## src/rtl/fft_pkg.sv

```systemverilog
// fft_pkg: shared types and constants for the FFT stage sequencer slice.
package fft_pkg;

    typedef enum logic [1:0] {
        ST_IDLE  = 2'd0,
        ST_RUN   = 2'd1,
        ST_DRAIN = 2'd2,
        ST_DONE  = 2'd3
    } fft_state_e;

    // Read-to-write latency through RAM read, butterfly and write-back.
    localparam int BF_PIPE_LAT  = 2;
    // Idle cycles between stages so the last write lands before the next read.
    localparam int DRAIN_CYCLES = 2;

    // Width of the stage index for a transform of 2^log2n points.
    function automatic int stage_w(input int log2n);
        return $clog2(log2n) + 1;
    endfunction

endpackage

```

## src/rtl/fft_stage_sequencer_if.sv

```systemverilog
// fft_stage_sequencer_if: control and memory-side signals of the FFT sequencer.
// With FFT_SEQ_INVERSE_EN defined, the inverse/tw_conj pair is added.
interface fft_stage_sequencer_if
    import fft_pkg::*;
#(
    parameter int LOG2N = 4
);
    logic                        start;
    logic                        busy;
    logic                        done;
    logic                        rd_en;
    logic [LOG2N-1:0]            rd_addr_a;
    logic [LOG2N-1:0]            rd_addr_b;
    logic [LOG2N-2:0]            tw_addr;
    logic                        bf_en;
    logic                        wr_en;
    logic [LOG2N-1:0]            wr_addr_a;
    logic [LOG2N-1:0]            wr_addr_b;
    logic [stage_w(LOG2N)-1:0]   stage;
`ifdef FFT_SEQ_INVERSE_EN
    logic                        inverse;
    logic                        tw_conj;
`endif

    modport master (
`ifdef FFT_SEQ_INVERSE_EN
        input  inverse,
        output tw_conj,
`endif
        input  start,
        output busy, done, rd_en, rd_addr_a, rd_addr_b, tw_addr,
        output bf_en, wr_en, wr_addr_a, wr_addr_b, stage
    );

    modport slave (
`ifdef FFT_SEQ_INVERSE_EN
        output inverse,
        input  tw_conj,
`endif
        output start,
        input  busy, done, rd_en, rd_addr_a, rd_addr_b, tw_addr,
        input  bf_en, wr_en, wr_addr_a, wr_addr_b, stage
    );

endinterface

```

## src/rtl/fft_stage_sequencer_addr_gen.sv

```systemverilog
// fft_addr_gen: combinational radix-2 DIT operand and twiddle address mapping
// for butterfly k of stage s.
module fft_addr_gen #(
    parameter int LOG2N = 4,
    parameter int SW    = fft_pkg::stage_w(LOG2N)
) (
    input  logic [SW-1:0]    s,
    input  logic [LOG2N-2:0] k,
    output logic [LOG2N-1:0] addr_a,
    output logic [LOG2N-1:0] addr_b,
    output logic [LOG2N-2:0] tw_idx
);
    logic [LOG2N-1:0] k_ext;
    logic [LOG2N-1:0] span;
    logic [LOG2N-1:0] pos;

    // Group index moves up one bit to make room for the span bit; pos stays in place.
    always_comb begin
        k_ext  = {1'b0, k};
        span   = LOG2N'(1) << s;
        pos    = k_ext & (span - LOG2N'(1));
        addr_a = ((k_ext >> s) << (s + 1)) | pos;
        addr_b = addr_a | span;
        tw_idx = (LOG2N-1)'(pos << (LOG2N - 1 - s));
    end

endmodule

```

## src/rtl/fft_stage_sequencer.sv

```systemverilog
// fft_stage_sequencer: control engine for an in-place radix-2 DIT FFT held in a
// dual-port sample RAM. Optional build macro FFT_SEQ_INVERSE_EN adds the
// inverse request input and the tw_conj output.
module fft_stage_sequencer
    import fft_pkg::*;
#(
    parameter int LOG2N = 4
) (
    input  logic                  clk,
    input  logic                  rst,
    fft_stage_sequencer_if.master bus
);
    localparam int HALF = 1 << (LOG2N - 1);
    localparam int KW   = LOG2N - 1;
    localparam int SW   = stage_w(LOG2N);
    localparam int DW   = (DRAIN_CYCLES > 1) ? $clog2(DRAIN_CYCLES) : 1;

    localparam logic [1:0] IDLE  = ST_IDLE;
    localparam logic [1:0] RUN   = ST_RUN;
    localparam logic [1:0] DRAIN = ST_DRAIN;
    localparam logic [1:0] DONE  = ST_DONE;

    logic [1:0]       state;
    logic [SW-1:0]    s;
    logic [KW-1:0]    k;
    logic [DW-1:0]    dcnt;
    logic             run;
    logic             busy;
    logic [LOG2N-1:0] gen_a;
    logic [LOG2N-1:0] gen_b;
    logic [KW-1:0]    gen_tw;

    logic             vld_p1;
    logic             vld_p2;
    logic [LOG2N-1:0] addr_a_p1;
    logic [LOG2N-1:0] addr_b_p1;
    logic [LOG2N-1:0] addr_a_p2;
    logic [LOG2N-1:0] addr_b_p2;

    fft_addr_gen #(
        .LOG2N (LOG2N),
        .SW    (SW)
    ) u_addr_gen (
        .s      (s),
        .k      (k),
        .addr_a (gen_a),
        .addr_b (gen_b),
        .tw_idx (gen_tw)
    );

    // Stage/butterfly sequencing: one butterfly per RUN cycle, fixed drain between stages.
    always_ff @(posedge clk) begin
        if (rst) begin
            state <= IDLE;
            s     <= '0;
            k     <= '0;
            dcnt  <= '0;
        end else begin
            case (state)
                IDLE: begin
                    if (bus.start) begin
                        state <= RUN;
                        s     <= '0;
                        k     <= '0;
                    end
                end
                RUN: begin
                    if (k == KW'(HALF - 1)) begin
                        state <= DRAIN;
                        dcnt  <= '0;
                    end else begin
                        k <= k + KW'(1);
                    end
                end
                DRAIN: begin
                    if (dcnt == DW'(DRAIN_CYCLES - 1)) begin
                        if (s == SW'(LOG2N - 1)) begin
                            state <= DONE;
                        end else begin
                            state <= RUN;
                            s     <= s + SW'(1);
                            k     <= '0;
                        end
                    end else begin
                        dcnt <= dcnt + DW'(1);
                    end
                end
                default: begin
                    state <= IDLE;
                    s     <= '0;
                end
            endcase
        end
    end

    assign run  = (state == RUN);
    assign busy = run || (state == DRAIN);

    assign bus.busy      = busy;
    assign bus.done      = (state == DONE);
    assign bus.rd_en     = run;
    assign bus.rd_addr_a = run ? gen_a  : '0;
    assign bus.rd_addr_b = run ? gen_b  : '0;
    assign bus.tw_addr   = run ? gen_tw : '0;
    assign bus.stage     = s;

    // Read addresses follow the butterfly through RAM read (p1) and compute (p2).
    always_ff @(posedge clk) begin
        if (rst) begin
            vld_p1    <= 1'b0;
            vld_p2    <= 1'b0;
            addr_a_p1 <= '0;
            addr_b_p1 <= '0;
            addr_a_p2 <= '0;
            addr_b_p2 <= '0;
        end else begin
            vld_p1 <= run;
            vld_p2 <= vld_p1;
            if (run) begin
                addr_a_p1 <= gen_a;
                addr_b_p1 <= gen_b;
            end
            if (vld_p1) begin
                addr_a_p2 <= addr_a_p1;
                addr_b_p2 <= addr_b_p1;
            end
        end
    end

    assign bus.bf_en     = vld_p1;
    assign bus.wr_en     = vld_p2;
    assign bus.wr_addr_a = addr_a_p2;
    assign bus.wr_addr_b = addr_b_p2;

`ifdef FFT_SEQ_INVERSE_EN
    logic inv;

    // Direction is captured only at an accepted start and dropped while idle.
    always_ff @(posedge clk) begin
        if (rst) begin
            inv <= 1'b0;
        end else if (state == IDLE) begin
            inv <= bus.start & bus.inverse;
        end
    end

    assign bus.tw_conj = inv & busy;
`endif

endmodule
```

## src/flat_wrapper.sv

```systemverilog
// flat-port wrapper written by rule: the top's interface ports become plain ports
module fft_stage_sequencer_flat import fft_pkg::*;
#(
    parameter int LOG2N = 4
)
  (clk, rst, bus_start, bus_busy, bus_done, bus_rd_en, bus_rd_addr_a, bus_rd_addr_b, bus_tw_addr, bus_bf_en, bus_wr_en, bus_wr_addr_a, bus_wr_addr_b, bus_stage);
  fft_stage_sequencer_if #(.LOG2N(LOG2N)) bus_i ();
  input  logic clk;
  input  logic rst;
  input wire logic [$bits(bus_i.start)-1:0] bus_start;
  output wire logic [$bits(bus_i.busy)-1:0] bus_busy;
  output wire logic [$bits(bus_i.done)-1:0] bus_done;
  output wire logic [$bits(bus_i.rd_en)-1:0] bus_rd_en;
  output wire logic [$bits(bus_i.rd_addr_a)-1:0] bus_rd_addr_a;
  output wire logic [$bits(bus_i.rd_addr_b)-1:0] bus_rd_addr_b;
  output wire logic [$bits(bus_i.tw_addr)-1:0] bus_tw_addr;
  output wire logic [$bits(bus_i.bf_en)-1:0] bus_bf_en;
  output wire logic [$bits(bus_i.wr_en)-1:0] bus_wr_en;
  output wire logic [$bits(bus_i.wr_addr_a)-1:0] bus_wr_addr_a;
  output wire logic [$bits(bus_i.wr_addr_b)-1:0] bus_wr_addr_b;
  output wire logic [$bits(bus_i.stage)-1:0] bus_stage;
  assign bus_i.start = bus_start;
  assign bus_busy = bus_i.busy;
  assign bus_done = bus_i.done;
  assign bus_rd_en = bus_i.rd_en;
  assign bus_rd_addr_a = bus_i.rd_addr_a;
  assign bus_rd_addr_b = bus_i.rd_addr_b;
  assign bus_tw_addr = bus_i.tw_addr;
  assign bus_bf_en = bus_i.bf_en;
  assign bus_wr_en = bus_i.wr_en;
  assign bus_wr_addr_a = bus_i.wr_addr_a;
  assign bus_wr_addr_b = bus_i.wr_addr_b;
  assign bus_stage = bus_i.stage;
  fft_stage_sequencer #(.LOG2N(LOG2N)) u_core (.clk(clk), .rst(rst), .bus(bus_i));
endmodule
```

## config.mk

```make
export PLATFORM = sky130hd
export DESIGN_NAME = fft_stage_sequencer_flat
export DESIGN_NICKNAME = d
export VERILOG_FILES = /design/src/rtl/fft_pkg.sv /design/src/rtl/fft_stage_sequencer_if.sv /design/src/rtl/fft_stage_sequencer_addr_gen.sv /design/src/rtl/fft_stage_sequencer.sv /design/src/flat_wrapper.sv
export SDC_FILE = /design/constraint.sdc
export NUM_CORES = 1
export LEC_CHECK = 0
export CAP_MARGIN = 20
export CELL_PAD_IN_SITES_DETAIL_PLACEMENT = 1
export CELL_PAD_IN_SITES_GLOBAL_PLACEMENT = 1
export CORE_MARGIN = 2
export CORE_UTILIZATION = 43
export CTS_BUF_LIST = sky130_fd_sc_hd__clkbuf_2 sky130_fd_sc_hd__clkbuf_4 sky130_fd_sc_hd__clkbuf_8
export CTS_CLUSTER_SIZE = 40
export DETAILED_ROUTE_END_ITERATION = 8
export PLACE_DENSITY = 0.91
export SETUP_SLACK_MARGIN = 0.4
export SLEW_MARGIN = 20
export SYNTH_ARGS = -nofsm -noshare
export SYNTH_HDL_FRONTEND = slang
export SYNTH_SLANG_ARGS = --single-unit
```

## constraint.sdc

```tcl
create_clock -name clk -period 6.1 [get_ports clk]
set_input_delay 1.525 -clock clk [delete_from_list [all_inputs] [get_ports clk]]
set_output_delay 1.525 -clock clk [all_outputs]
set_load 0.01 [all_outputs]
```

==> results of run 1 <==
## metal layers
layer / vias to the layer above / wire [um] / track usage, %
li1: 651 / - / -
met1: 625 / 1610 / 22.9
met2: 20 / 1960 / 37.9
met3: 5 / 75 / 1.56
met4: 0 / 43 / 5.59
met5: - / 0 / 0
## synthesized netlist by cell type (2+ instances only)
master    count
a211oi_2      2
ha_1         13
nor2_1       26
nand2b_1      8
nor2b_1       2
o21ai_0       2
a21oi_1      11
nand4b_1      2
buf_2         4
a311oi_1      4
dfxtp_1      27
nor3_1        2
buf_6         3
inv_1         8
nand2_1       7
o21ai_1       4
nand3b_1      3
mux2i_1      15
a31oi_1       2
clkbuf_1      2
nand3_1       6
inv_2         3
a311oi_2      2
## power by group through the flow
stage               registers [mW]  clock network (mW)  logic [mW]
detailed placement           0.248                   0       0.230
finish                       0.243               0.104       0.228
global placement             0.243                   0       0.222
floorplan                    0.233                   0       0.177
CTS                          0.244               0.105       0.232
global route                 0.249               0.114       0.257
## kinds of logic (layout without fill, tap and decap cells)
family          Yosys count  in the layout  share of synthesized area, %
xor+xnor                  1              1                         0.554
fa+ha+maj                13             13                          10.3
compound gates           33             33                          15.3
buf+inv                  22             44                          7.83
mux                      15             15                          9.49
flops                    27             27                          34.2
simple gates             64             64                          22.3
## cell type report
type | instances | area, um^2 | share of cell area, %
multi-input combinational | 126 | 917 | 48.4
clock inverter | 1 | 5.00 | 0.264
clock buffer | 3 | 41.3 | 2.18
sequential | 27 | 541 | 28.5
inverter | 11 | 41.3 | 2.18
tap | 48 | 60.1 | 3.17
timing repair buffer | 29 | 290 | 15.3
## how the worst max path moves through the flow
stage	from	to	slack (ps)	cells past startpoint
2_1_floorplan	u_core.bus.stage[0]$_SDFFE_PP0P_	bus_tw_addr[2]	2770	8
3_3_place_gp	u_core.bus.stage[0]$_SDFFE_PP0P_	bus_tw_addr[2]	2090	9
4_1_cts	u_core.bus.stage[0]$_SDFFE_PP0P_	bus_tw_addr[1]	1630	9
6_report	u_core.bus.stage[0]$_SDFFE_PP0P_	bus_tw_addr[1]	1640	9
5_1_grt	u_core.bus.stage[0]$_SDFFE_PP0P_	bus_tw_addr[2]	1340	9
3_5_place_dp	u_core.bus.stage[0]$_SDFFE_PP0P_	bus_tw_addr[2]	1960	9
## sequential cells by signal, summed over array words and instances (netlist names)
register              cells
u_core.addr_b_p1          4
u_core.bus.stage          3
u_core.bus.bf_en          1
u_core.bus.wr_addr_b      4
u_core.addr_a_p1          4
u_core.bus.wr_addr_a      4
u_core.dcnt               1
u_core.state              2
u_core.k                  3
u_core.bus.wr_en          1
## worst max-delay path, delay by kind of cell, from the launching register on
kind                       cells  cell delay (ps)
AOI/OAI and AO/OA              1              100
adders and majority gates      2              530
and+or+nand+nor                4              620
DFF                            1              720
buffers and inverters          2              680
==> flow_summary.toml, run 1 <==
[floorplan]
die_y_um = 64.6
fp.dieW_um = 64.6
fp-row-count = 22
die_area_um2 = 4180
start_util_pct = 43.9
io_pins = 30
coreArea_um2 = 3610

[placement]
dp.cells = 241
io_buffers = 29
dp_hpwl_um = 2860
gp_congestion = 0.874
place_area_um2 = 1850
dp_slack_ps = 1960

[cells_and_area]
drive_gt1_share_pct = 9.64
fin_cells = 245
insertedDiodeCount = 0
design_area_um2 = 1900
post-route-util_pct = 52.6
final_cell_mix = "clkdlybuf4s50_1 (29), dfxtp_1 (27), nor2_1 (26)"
nets = 214
fill_cells = 414
final_common_cell = "clkdlybuf4s50_1"
syn_to_final_growth_pct = 19.9

[synthesis]
syn_nets = 191
ys_ff_latch = 27
yosysTopAreaCell = "dfxtp_1"
avgSynthCellArea_um2 = 9.04
synth_edf_count = 0
ys_warn_count = 0
synth_seq_area_share_pct = 34.2
ys.flop_type = "dfxtp_1"
synth_top_area_share_pct = 34.2
syn_area_um2 = 1580
synthArstFlopShare_pct = 0
synthCells = 175
ys_types = 40
synthTopCellsByArea = "dfxtp_1 (34%), ha_1 (10%), mux2i_1 (9.5%)"

[worst_setup_path]
start_kind = "flop"
max_stage_delay_ps = 720
regToRegSetupSlack_ps = 3800
cp-end-kind = "output pin"
path_cells = "inv_2 > ha_1 > nand2b_1 > ha_1 > nor2b_1 > nand2_1 > o21ai_1 > and3_1 > clkdlybuf4s50_1"
cp_max_fo = 16
required_ps = 4580
cpMostUsedCell = "ha_1"
arrival_ps = 2930
timing.rr.end = "u_core.addr_b_p1[2]$_SDFFE_PP0P_"
cp_slowest_cell = "dfxtp_1"
r2r_start = "u_core.bus.stage[0]$_SDFFE_PP0P_"
critPathKind = "reg2out"
reg2reg_depth = 8

[power]
p_int_uw = 360
pwr-share-clk_pct = 18.1
power.density_nw_per_um2 = 303
vdd_ir_drop_max_uv = 216
switching_share_pct = 37.4
finalPower_uw = 575
pwr-share-seq_pct = 42.2
combPwrFrac_pct = 39.7
switchingPower_uw = 215
p_leak_nw = 0.722

[hold_path]
whs_endpoint = "u_core.addr_a_p1[3]$_SDFFE_PP0P_"
min_path_cells = 2
min-delay-start = "u_core.addr_a_p1[3]$_SDFFE_PP0P_"
hp-class = "reg2reg"

[global_routing]
grt_pass1_wl_um = 6400
grtUsageTotal_pct = 19.6
antenna_found_initial = 0
grt_pass1_vias = 1337
grt_max_degree = 28
overflow = 0

[drt]
drtAntennaViolNets = 0
routed_wl_um = 3690
drt-vias-per-instance = 5.31
post_drt_wl_per_cell_um = 15.0
drc = 0
vias = 1301
dr.first_iter.drc_count = 44
drt_first_pass_iters = 4

[clock_network]
worstSkewPairLatency_ps = 280
cts_setup_buffers = 0
clock_sinks = 27
cts_made_buffers = 3
h-tree-depth = 1
root_buffer = "clkbuf_8"
cts_buffer_depth = 2
clk_pin_slew_worst_paths_ps = 100
postCtsHoldBufs = 0
cts_repair_resize_count = 0
cts_tree = "yes"

[timing]
post-route-period-util_pct = 73.1
timing.final.crit_period_ps = 4460
max_clock_freq_ghz = 0.224
layout_setup_ws_ps = 1640
holdWs_ps = 483
finClkSkew_ps = 8.02
setup-tns-final_ps = 0
slew_viol_final = 0
hold_viol_final = 0
grt_setup_unrepaired = "false"
setup_viol = 0
worstMarginPinSlew_ps = 992
relSlewSlack_pct = 33.7

[status]
status = "complete, no violations"

[job]
cap_violations = 0
No activity file was read; power rests on OpenSTA's default activity.
==> run 2: changes to the inputs <==
--- a/config.mk
+++ b/config.mk
@@ -9,11 +9,11 @@
 export CELL_PAD_IN_SITES_DETAIL_PLACEMENT = 1
 export CELL_PAD_IN_SITES_GLOBAL_PLACEMENT = 1
 export CORE_MARGIN = 2
-export CORE_UTILIZATION = 43
+export CORE_UTILIZATION = 36
 export CTS_BUF_LIST = sky130_fd_sc_hd__clkbuf_2 sky130_fd_sc_hd__clkbuf_4 sky130_fd_sc_hd__clkbuf_8
 export CTS_CLUSTER_SIZE = 40
 export DETAILED_ROUTE_END_ITERATION = 8
-export PLACE_DENSITY = 0.91
+export PLACE_DENSITY = 0.82
 export SETUP_SLACK_MARGIN = 0.4
 export SLEW_MARGIN = 20
 export SYNTH_ARGS = -nofsm -noshare
==> constraint.sdc (replaced) <==
create_clock -name clk -period 3.9 [get_ports clk]
set_input_delay 0.975 -clock clk [delete_from_list [all_inputs] [get_ports clk]]
set_output_delay 0.975 -clock clk [all_outputs]
set_load 0.01 [all_outputs]
==> run 2 against run 1 <==
  * Die area up 18%
  * Count of clock-buffer cells in the layout stayed put
  * Clock power is 56% higher
  * Register-to-register slack worse by 1700 ps
  * Hold slack better by 10 ps
  * Flip-flop and latch count stayed put
  * Combinational power is 65% higher
  * Design area grew 5.2%
  * Largest cell class unchanged
==> flow_summary.toml, run 2 (synthesis gave the netlist of run 1 again) <==
[status]
status = "complete, no violations"

[power]
vdd_ir_drop_max_uv = 256
p_leak_nw = 0.827
power.density_nw_per_um2 = 457

[timing]
relSlewSlack_pct = 64.9
worstMarginPinSlew_ps = 526
finClkSkew_ps = 1.09
max_clock_freq_ghz = 0.294
setup_viol = 0
layout_setup_ws_ps = 494
hold_viol_final = 0
setup-tns-final_ps = 0
slew_viol_final = 0
timing.final.crit_period_ps = 3410
post-route-period-util_pct = 87.3
grt_setup_unrepaired = "false"

[worst_setup_path]
max_stage_delay_ps = 490
cp_slowest_cell = "clkdlybuf4s50_1"
path_cells = "inv_2 > ha_1 > mux2i_1 > nor3_2 > o211ai_1 > o21ai_1 > clkdlybuf4s50_1"
cp-end-kind = "output pin"
start_kind = "flop"
arrival_ps = 2430
required_ps = 2920
critPathKind = "reg2out"
cp_max_fo = 10

[cells_and_area]
insertedDiodeCount = 0
syn_to_final_growth_pct = 26.1
drive_gt1_share_pct = 15.7
final_cell_mix = "nor2_1 (26), clkdlybuf4s50_1 (25), dfxtp_1 (24)"
fill_cells = 515
nets = 221
fin_cells = 256
design_area_um2 = 1990
final_common_cell = "nor2_1"

[floorplan]
start_util_pct = 36.8
die_y_um = 70.3
coreArea_um2 = 4290
fp-row-count = 24
io_pins = 30
die_area_um2 = 4940
fp.dieW_um = 70.3

[clock_network]
root_buffer = "clkbuf_8"
clock_sinks = 27
cts_buffer_depth = 2
h-tree-depth = 1
clk_pin_slew_worst_paths_ps = 90
cts_tree = "yes"
worstSkewPairLatency_ps = 270
cts_made_buffers = 3

[global_routing]
grtUsageMet2_pct = 28.4
busiest_layer = "met2"
antenna_found_initial = 0
grt_use_met1_pct = 19.3
grt_max_degree = 28
met3_usage_pct = 3.75
grt_pass1_wl_um = 6280
grt_pass1_vias = 1314
grtUsageTotal_pct = 15.7
overflow = 0

[placement]
dp_hpwl_um = 2740
dp_slack_ps = 476
place_area_um2 = 1880
dp.cells = 248
gp_congestion = 0.767
io_buffers = 29

[drt]
routed_wl_um = 3710
drt_first_pass_iters = 4
vias = 1352
dr.first_iter.drc_count = 57
post_drt_wl_per_cell_um = 14.5
drc = 0
drt-vias-per-instance = 5.28
drtAntennaViolNets = 0

[job]
cap_violations = 0

[hold_path]
hp-class = "reg2reg"
run 2: cell count changes in the layout (fill, tap and decap cells not counted), moves of 2 or more:
cell / change
buf_4: +6
clkdlybuf4s50_1: -4
dlymetal6s2s_1: +3
dfxtp_4: +2
dfxtp_1: -3
run 2: timing repair:
item                                    4_1_cts  5_1_grt
hold buffers                                  0        0
endpoints found under the setup margin       10        8
buffers inserted                              0        3
gates resized for setup                       6        7
run 2: metrics by stage:
step,hold WS [ps],utilization (%),power (mW)
after global placement,456,43.7,0.748
after floorplan,444,-,0.640
after CTS,503,45.0,0.922
after detailed placement,489,43.7,0.760
final,493,46.4,0.912
after global routing,528,46.4,0.979
run 2: power by group:
group          total, mW  internal, mW  switching (mW)
clock network      0.162        0.0725          0.0897
registers          0.373         0.324          0.0495
logic              0.377         0.178           0.199
run 2: path summary, 6_finish.rpt:
check,from,to,slack (ps),cells after the start
setup reg to reg,u_core.bus.stage[0]$_SDFFE_PP0P_,u_core.bus.stage[2]$_SDFFE_PP0P_,2090,6
setup / recovery,u_core.bus.stage[0]$_SDFFE_PP0P_,bus_rd_addr_b[3],490,7
hold reg to reg,u_core.addr_a_p1[3]$_SDFFE_PP0P_,u_core.addr_a_p1[3]$_SDFFE_PP0P_,490,2
hold / removal,u_core.addr_a_p1[3]$_SDFFE_PP0P_,u_core.addr_a_p1[3]$_SDFFE_PP0P_,490,2
run 2: layer usage:
| metal | share of wire (%) | wire (um) |
|---|---|---|
| met5 | 0 | 0 |
| met3 | 3.4 | 126 |
| met2 | 52 | 1930 |
| met1 | 44 | 1630 |
| met4 | 0.49 | 18 |
run 2: final cells by class:
cell class	count	area (um^2)	area share (%)
inverters	11	41.3	2.07
clock inverters	1	7.51	0.376
multi-input cells	126	933	46.8
repair buffers	36	357	17.9
clock buffers	3	41.3	2.07
well taps	52	65.1	3.26
flip-flops and latches	27	549	27.5
run 2: critical path: cells and delay by family, from the launching register on:
kind                     cells  cell delay (ps)
AO/OA/AOI/OAI                2              410
adder cells (fa/ha/maj)      1              420
buffers and inverters        2              570
flip-flops                   1              420
multiplexers                 1              250
AND/OR/NAND/NOR              1               70
==> run 3: changes to the inputs <==
--- a/config.mk
+++ b/config.mk
@@ -14,6 +14,7 @@
 export CTS_CLUSTER_SIZE = 40
 export DETAILED_ROUTE_END_ITERATION = 8
 export PLACE_DENSITY = 0.82
+export RECOVER_POWER = 50
 export SETUP_SLACK_MARGIN = 0.4
 export SLEW_MARGIN = 20
 export SYNTH_ARGS = -nofsm -noshare
==> run 3 against run 2 <==
  * Die area unchanged
  * Design area down 1.2%
  * Worst setup slack worse by 55 ps
  * Core utilization down 0.55 points
  * Total power down 0.71%
  * Fmax down 1.6%
  * Sequential power about the same
  * Sequential share of layout area up 0.33 points
  * Global-route usage unchanged
  * Clock skew about the same
  * Critical path type unchanged
==> flow_summary.toml, run 3 (synthesis gave the netlist of run 1 again) <==
[timing]
holdWs_ps = 493
setup_viol = 0
worstMarginPinSlew_ps = 877
setup-tns-final_ps = 0
grt_setup_unrepaired = "false"
relSlewSlack_pct = 41.5
hold_viol_final = 0
timing.final.crit_period_ps = 3460
finClkSkew_ps = 1.57
slew_viol_final = 0
max_clock_freq_ghz = 0.289
post-route-period-util_pct = 88.7

[worst_setup_path]
required_ps = 2920
cp_max_fo = 10
critPathKind = "reg2out"
arrival_ps = 2490
start_kind = "flop"
cp-end-kind = "output pin"

[placement]
place_area_um2 = 1880
dp.cells = 248
gp_congestion = 0.767
dp_hpwl_um = 2740
io_buffers = 29

[cells_and_area]
syn_to_final_growth_pct = 24.6
design_area_um2 = 1970
post-route-util_pct = 45.9
fin_cells = 256
final_common_cell = "nor2_1"
drive_gt1_share_pct = 13.2
nets = 221
insertedDiodeCount = 0
fill_cells = 521
final_cell_mix = "nor2_1 (26), dfxtp_1 (24), clkdlybuf4s50_1 (21)"

[drt]
drt_first_pass_iters = 4
drc = 0
drtAntennaViolNets = 0
routed_wl_um = 3690
drt-vias-per-instance = 5.25
vias = 1345
dr.first_iter.drc_count = 48
post_drt_wl_per_cell_um = 14.4

[global_routing]
grtUsageTotal_pct = 15.7
antenna_found_initial = 0
grt_pass1_vias = 1314
grt_pass1_wl_um = 6280
overflow = 0
grt_max_degree = 28

[status]
status = "complete, no violations"

[floorplan]
coreArea_um2 = 4290
die_y_um = 70.3
fp-row-count = 24
io_pins = 30
fp.dieW_um = 70.3
die_area_um2 = 4940
start_util_pct = 36.8

[job]
cap_violations = 0

[power]
vdd_ir_drop_max_uv = 255
p_leak_nw = 0.836
power.density_nw_per_um2 = 460

[clock_network]
root_buffer = "clkbuf_8"
clk_pin_slew_worst_paths_ps = 90
h-tree-depth = 1
cts_buffer_depth = 2
clock_sinks = 27
worstSkewPairLatency_ps = 270
cts_tree = "yes"
cts_made_buffers = 3
postCtsHoldBufs = 0

[hold_path]
hp-class = "reg2reg"
## run 3: cell count changes in the layout (fill, tap and decap cells not counted), sizes merged
cell	previous run	this run
clkbuf	3	4
clkdlybuf4s50	25	21
buf	7	6
dlygate4sd3	0	4
## run 3: per-stage QoR
stage          setup slack, ps  power, mW
5_1_grt                    267      0.972
4_1_cts                    405      0.922
3_5_place_dp               476      0.760
3_3_place_gp               502      0.748
2_1_floorplan             1120      0.640
6_report                   439      0.906
## run 3: worst paths after layout
kind | from | to | slack [ps] | cells after the start
hold / removal | u_core.addr_a_p1[3]$_SDFFE_PP0P_ | u_core.addr_a_p1[3]$_SDFFE_PP0P_ | 490 | 2
hold reg to reg | u_core.addr_a_p1[3]$_SDFFE_PP0P_ | u_core.addr_a_p1[3]$_SDFFE_PP0P_ | 490 | 2
setup reg to reg | u_core.bus.stage[0]$_SDFFE_PP0P_ | u_core.addr_a_p1[3]$_SDFFE_PP0P_ | 2040 | 6
setup / recovery | u_core.bus.stage[0]$_SDFFE_PP0P_ | bus_rd_addr_b[1] | 440 | 8
## run 3: what timing repair did
item / 4_1_cts / 5_1_grt
gates resized for setup: 6 / 7
endpoints found under the setup margin: 10 / 8
setup buffers: 0 / 3
## run 3: layer usage
| metal | track usage, % | wire length (um) | part of all wire (%) |
|---|---|---|---|
| met1 | 19.3 | 1600 | 43 |
| met2 | 28.4 | 1940 | 53 |
| met3 | 3.75 | 125 | 3.4 |
| met4 | 1.92 | 18 | 0.49 |
| met5 | 0 | 0 | 0 |
## run 3: report_power, final
part	switching, mW	internal [mW]
sequential	0.0492	0.324
combinational	0.196	0.174
clock	0.0899	0.0725
## run 3: worst max-delay path, cell delays in order (launching register included)
cell	delay (ps)
dfxtp_4	390
inv_1	160
ha_1	200
nand2b_1	80
ha_1	300
nor2b_1	240
a21oi_1	90
a21oi_1	190
clkdlybuf4s50_1	560
## run 3: layout make-up
class | count | area [um^2] | area share, %
multi-input cells | 126 | 921 | 46.7
flip-flops and latches | 27 | 549 | 27.9
repair buffers | 36 | 345 | 17.5
well taps | 52 | 65.1 | 3.30
clock buffers | 3 | 41.3 | 2.10
inverters | 11 | 41.3 | 2.10
clock inverters | 1 | 7.51 | 0.381
